[src/rtl/pla_lut_pkg.sv]
// pla_lut_pkg: shared types, default parameters and helpers for the PLA
// lookup-table engine.
// Optional build macro: PLA_LUT_PARITY_EN (parity storage and checking).
package pla_lut_pkg;

    // Engine control states: table clear after reset, then normal operation.
    typedef enum logic [0:0] {
        ST_INIT = 1'b0,
        ST_RUN  = 1'b1
    } state_t;

    localparam int DEF_IN_W  = 9;
    localparam int DEF_OUT_W = 6;
    localparam int DEF_CNT_W = 16;

    // Even parity bit: makes the total number of ones (data + bit) even.
    // Callers zero-extend their data to 32 bits.
    function automatic logic even_par(input logic [31:0] data);
        return ^data;
    endfunction

endpackage

[src/rtl/pla_lut_mem.sv]
// pla_lut_mem: 2^AW x DW register array, one synchronous write port and
// one combinational read port. A read of the address being written in the
// same cycle returns the old contents.
module pla_lut_mem
    import pla_lut_pkg::*;
#(
    parameter int AW = DEF_IN_W,
    parameter int DW = DEF_OUT_W
) (
    input  logic          clk,
    input  logic          we,
    input  logic [AW-1:0] waddr,
    input  logic [DW-1:0] wdata,
    input  logic [AW-1:0] raddr,
    output logic [DW-1:0] rdata
);

    logic [DW-1:0] mem [0:(1<<AW)-1];

    // Table write; contents are not reset, the engine clears them itself.
    always_ff @(posedge clk) begin
        if (we) begin
            mem[waddr] <= wdata;
        end
    end

    assign rdata = mem[raddr];

endmodule

[src/rtl/pla_lut_engine.sv]
// pla_lut_engine: runtime-programmable registered truth table. After reset
// the table is cleared one entry per cycle, then lookups flow through a
// one-cycle valid/ready stage while the config port may rewrite entries.
// Optional build macro: PLA_LUT_PARITY_EN (per-entry parity bit, out_perr
// and err_sticky become live; otherwise they are tied low).
module pla_lut_engine
    import pla_lut_pkg::*;
#(
    parameter int IN_W  = DEF_IN_W,
    parameter int OUT_W = DEF_OUT_W,
    parameter int CNT_W = DEF_CNT_W
) (
    input  logic             clk,
    input  logic             rst_n,
    input  logic             cfg_we,
    input  logic [IN_W-1:0]  cfg_addr,
    input  logic [OUT_W-1:0] cfg_data,
    input  logic             cfg_par_inv,
    output logic             cfg_ready,
    input  logic             in_valid,
    output logic             in_ready,
    input  logic [IN_W-1:0]  in_x,
    output logic             out_valid,
    input  logic             out_ready,
    output logic [OUT_W-1:0] out_z,
    output logic             out_perr,
    output logic             err_sticky,
    output logic [CNT_W-1:0] lookup_cnt,
    output logic             init_done,
    output logic [0:0]       state_dbg
);

`ifdef PLA_LUT_PARITY_EN
    localparam int MEM_W = OUT_W + 1;
`else
    localparam int MEM_W = OUT_W;
`endif

    // Handshakes: a transfer happens on a rising edge where valid && ready.
    // A producer holds valid and its payload until that edge; ready may
    // depend combinationally on the consumer side (in_ready on out_ready).

    state_t          state, state_nxt;
    logic [IN_W-1:0] clr_ptr;
    logic            run;
    logic            accept;
    logic            take;

    logic             mem_we;
    logic [IN_W-1:0]  mem_waddr;
    logic [MEM_W-1:0] mem_wdata;
    logic [MEM_W-1:0] mem_rdata;

    assign run       = (state == ST_RUN);
    assign cfg_ready = run;
    assign in_ready  = run && (!out_valid || out_ready);
    assign init_done = run;
    assign state_dbg = state;
    assign accept    = in_valid && in_ready;
    assign take      = out_valid && out_ready;

    // State register and clear pointer; the pointer only moves during INIT.
    always_ff @(posedge clk or negedge rst_n) begin
        if (!rst_n) begin
            state   <= ST_INIT;
            clr_ptr <= '0;
        end else begin
            state <= state_nxt;
            if (state == ST_INIT) begin
                clr_ptr <= clr_ptr + 1'b1;
            end
        end
    end

    // Leave INIT once the last entry has been cleared.
    always_comb begin
        state_nxt = state;
        if (state == ST_INIT && (&clr_ptr)) begin
            state_nxt = ST_RUN;
        end
    end

    // Table write port: clear writes during INIT, config writes during RUN.
    always_comb begin
        mem_we    = 1'b0;
        mem_waddr = clr_ptr;
        mem_wdata = '0;
        if (!run) begin
            mem_we = 1'b1;
        end else if (cfg_we) begin
            mem_we    = 1'b1;
            mem_waddr = cfg_addr;
`ifdef PLA_LUT_PARITY_EN
            mem_wdata = {even_par(32'(cfg_data)) ^ cfg_par_inv, cfg_data};
`else
            mem_wdata = cfg_data;
`endif
        end
    end

    pla_lut_mem #(
        .AW(IN_W),
        .DW(MEM_W)
    ) u_mem (
        .clk   (clk),
        .we    (mem_we),
        .waddr (mem_waddr),
        .wdata (mem_wdata),
        .raddr (in_x),
        .rdata (mem_rdata)
    );

    // Output stage: load on accept, drop valid after a handshake with no
    // new accept, hold everything while stalled.
    always_ff @(posedge clk or negedge rst_n) begin
        if (!rst_n) begin
            out_valid <= 1'b0;
            out_z     <= '0;
        end else if (accept) begin
            out_valid <= 1'b1;
            out_z     <= mem_rdata[OUT_W-1:0];
        end else if (take) begin
            out_valid <= 1'b0;
        end
    end

    // Completed-lookup counter, saturating at all ones.
    always_ff @(posedge clk or negedge rst_n) begin
        if (!rst_n) begin
            lookup_cnt <= '0;
        end else if (take && !(&lookup_cnt)) begin
            lookup_cnt <= lookup_cnt + 1'b1;
        end
    end

`ifdef PLA_LUT_PARITY_EN
    logic rd_perr;
    assign rd_perr = mem_rdata[OUT_W] != even_par(32'(mem_rdata[OUT_W-1:0]));

    // Parity flag travels with the result; sticky error sets on the edge
    // that presents a bad result.
    always_ff @(posedge clk or negedge rst_n) begin
        if (!rst_n) begin
            out_perr   <= 1'b0;
            err_sticky <= 1'b0;
        end else if (accept) begin
            out_perr <= rd_perr;
            if (rd_perr) begin
                err_sticky <= 1'b1;
            end
        end
    end
`else
    logic unused_par_inv;
    assign unused_par_inv = cfg_par_inv;
    assign out_perr       = 1'b0;
    assign err_sticky     = 1'b0;
`endif

endmodule
[config.mk]
export PLATFORM = sky130hd
export DESIGN_NAME = pla_lut_engine
export DESIGN_NICKNAME = d
export VERILOG_FILES = /design/src/rtl/pla_lut_pkg.sv /design/src/rtl/pla_lut_mem.sv /design/src/rtl/pla_lut_engine.sv
export SDC_FILE = /design/constraint.sdc
export NUM_CORES = 2
export LEC_CHECK = 0
export CAP_MARGIN = 25
export CORE_UTILIZATION = 60
export CTS_BUF_LIST = sky130_fd_sc_hd__clkbuf_4
export DETAILED_ROUTE_END_ITERATION = 7
export HOLD_SLACK_MARGIN = 0.02
export PLACE_DENSITY = 0.81
export SLEW_MARGIN = 10
export SYNTH_ARGS = -nofsm -noshare
export SYNTH_HDL_FRONTEND = slang
export SYNTH_SLANG_ARGS = --single-unit
[constraint.sdc]
create_clock -name clk -period 21.5 [get_ports clk]
set_input_delay 3.225 -clock clk [delete_from_list [all_inputs] [get_ports clk]]
set_output_delay 3.225 -clock clk [all_outputs]
set_load 0.01 [all_outputs]
==> out/metrics.cfg <==
[status]
status = completed

[clock_tree]
cts_tree = done
ctsResizeCount = 0
clk_pin_slew_ns = 0.06
cts_root_buf = clkbuf_4
worstSkewPairLatency_ns = 1.50
numCtsBuffers = 745
cts_hold_buf = 0
cts_buffer_depth = 4
cts.sink_count = 3105
htreeDepth = 6
post_cts_buffers = 0

[place]
io_buffers = 55
gp_congestion = 0.886
pre_cts_ws_ns = 12.71
dpl.hpwl_um = 177000

[synthesis]
syn_inst = 5905
synth_mux_area_frac = 0.156
synth_top_family_by_area = multiplexers
synth_adder_area_share = 0.000308
synth_cell_types = 81
synthXorXnorAreaFrac = 0.00158
synthFlopType = edfxtp_1
synthSimpleGateAreaFrac = 0.0358
postSynthAreaPerCell_um2 = 20.7
synth-seq-area-share = 0.763
synth-compound-area-share = 0.0235
syn_area_um2 = 122000
yosys_warnings = 0
async_flop_share = 0.0106
synth_edf_count = 3072
synth-seq-cells = 3105

[drt]
via_per_inst = 6.75
wl_per_cell_um = 31.9
post-route-drc-count = 0
postRouteAntennaNets = 0
drt_iter0_markers = 10000
finalWirelength_um = 310000
drt_first_pass_iters = 6
num_vias = 65400

[setup_path]
critPathKind = input pin to output port
max_stage_delay_ns = 0.55
end_kind = output port
critPathSlowestCell = clkdlybuf4s50_1
path_buf_inv = 2
critical_path_arrival_ns = 4.74
required_ns = 18.27
cp_top_family = buffers and inverters
startpoint_type = input pin
crit_path_max_fanout = 3
path_cells = clkdlybuf4s50_1 > nand2b_1 > and2_1 > clkdlybuf4s50_1
cpMostUsedCell = clkdlybuf4s50_1

[power_and_ir_drop]
totalPowerFinal_mw = 11.5
power.leakage_nw = 35.0
vdd_drop_max_mv = 0.0594
powerDensity_nw_per_um2 = 86.0

[final_layout]
seqCellArea_um2 = 93100
multi_input_area_um2 = 26700
layout_commonest_cell = edfxtp_1
synthToLayoutAreaGrowth_pct = 10.1
mostFrequentLayoutCells = 3072 x edfxtp_1, 1068 x clkbuf_4, 746 x mux4_2
layout.nets = 6494
n_fill_cell = 12300
drive_gt1_frac = 0.296
fin_util = 0.664

[timing]
fin_crit_sh = 0.371
hold_ws_ns = 0.510
rsz0062_at_grt = false
fin_ws_ns = 13.53
clock_skew_ns = 0.121
fin_crit_ns = 7.97
final.setup.tns_ns = 0
relSlewSlack = 0.187
hold_violations = 0
clock.fmax_mhz = 125
slew_viol_final = 0
tightest_slew_ns = 1.22
setup_viol = 0

[run]
max-cap-violations = 0

[grt]
grt.overflow.total = 0
antenna_found_initial = 19
grt_max_degree = 234
grt_pass1_vias = 65900
grt_pass1_wl_um = 441000
grt_usage = 0.302

[die]
die_x_um = 453
die_h_um = 453
rows = 165
start_util = 0.604
ios = 59
dieArea_um2 = 205000
core_area_um2 = 202000

[hold_path]
min_path_type = flop to flop

## area by class of cell
cell class	instances	share of cell area
timing repair buffer	182	0.0144
sequential	3105	0.693
multi-input combinational	2419	0.199
tap	2672	0.0249
clock buffer	1068	0.0597
antenna	22	0.000410
clock inverter	225	0.00824
inverter	8	0.000261
## kinds of logic (layout without fill, tap and decap cells)
| family | Yosys count | in the layout |
|---|---|---|
| adders and majority gates | 3 | 3 |
| DFF | 3105 | 3105 |
| other | 1 | 24 |
| and+or+nand+nor | 1027 | 1027 |
| muxes | 961 | 961 |
| xor gates and xnor gates | 22 | 22 |
| buffers and inverters | 382 | 1483 |
| AOI/OAI and AO/OA | 404 | 404 |
## through the flow
step,cell area (um^2),cells
final,134000,9701
after global placement,125000,8364
after detailed placement,125000,8375
after floorplan,122000,5906
after CTS,134000,9668
after global routing,134000,9688
## state kept, by name (all words and copies together), names as in the netlist
register    flops
out_z           6
clr_ptr         9
u_mem.mem    3072
lookup_cnt     16
cfg_ready       1
out_valid       1
## Yosys cell counts (33+ instances only)
| library cell | instances | share of area |
|---|---|---|
| a21oi_1 | 63 | 0.0026 |
| a22oi_1 | 74 | 0.0046 |
| buf_1 | 35 | 0.0011 |
| buf_2 | 82 | 0.0034 |
| buf_4 | 45 | 0.0028 |
| buf_6 | 35 | 0.0032 |
| clkbuf_1 | 147 | 0.0045 |
| dfrtp_1 | 33 | 0.0068 |
| edfxtp_1 | 3072 | 0.76 |
| mux2i_1 | 180 | 0.015 |
| mux4_2 | 746 | 0.14 |
| nand2_1 | 217 | 0.0067 |
| nand3_1 | 52 | 0.0021 |
| nor2_1 | 576 | 0.018 |
| nor3_1 | 36 | 0.0015 |
| o22ai_1 | 70 | 0.0036 |
## power breakdown
| part | leakage (nW) | internal (mW) | switching [mW] | total [mW] |
|---|---|---|---|---|
| logic | 7.97 | 0.102 | 0.211 | 0.313 |
| registers | 21.6 | 6.54 | 0 | 6.54 |
| clock network | 5.45 | 2.37 | 2.32 | 4.69 |
| total | 35.0 | 9.02 | 2.53 | 11.5 |
## worst paths after layout
kind,start,end,slack (ns),cells after the start
setup / recovery,out_ready,in_ready,13.53,4
min in group asynchronous,rst_n,lookup_cnt[10],1.74,1
hold reg to reg,lookup_cnt[15],lookup_cnt[15],0.51,1
setup reg to reg,cfg_ready,u_mem.mem[339][0],16.26,6
hold / removal,lookup_cnt[15],lookup_cnt[15],0.51,1
max in group asynchronous,rst_n,clr_ptr[2],19.24,2
## layer usage
metal / global-route usage / vias up / wire length (um)
met1: 0.399 / 33000 / 104000
met3: 0.0876 / 1047 / 42300
met5: 0 / - / 138
li1: - / 26000 / -
met2: 0.455 / 5389 / 145000
met4: 0.171 / 18 / 18100
Note: power is estimated with default switching activity, not from simulation.
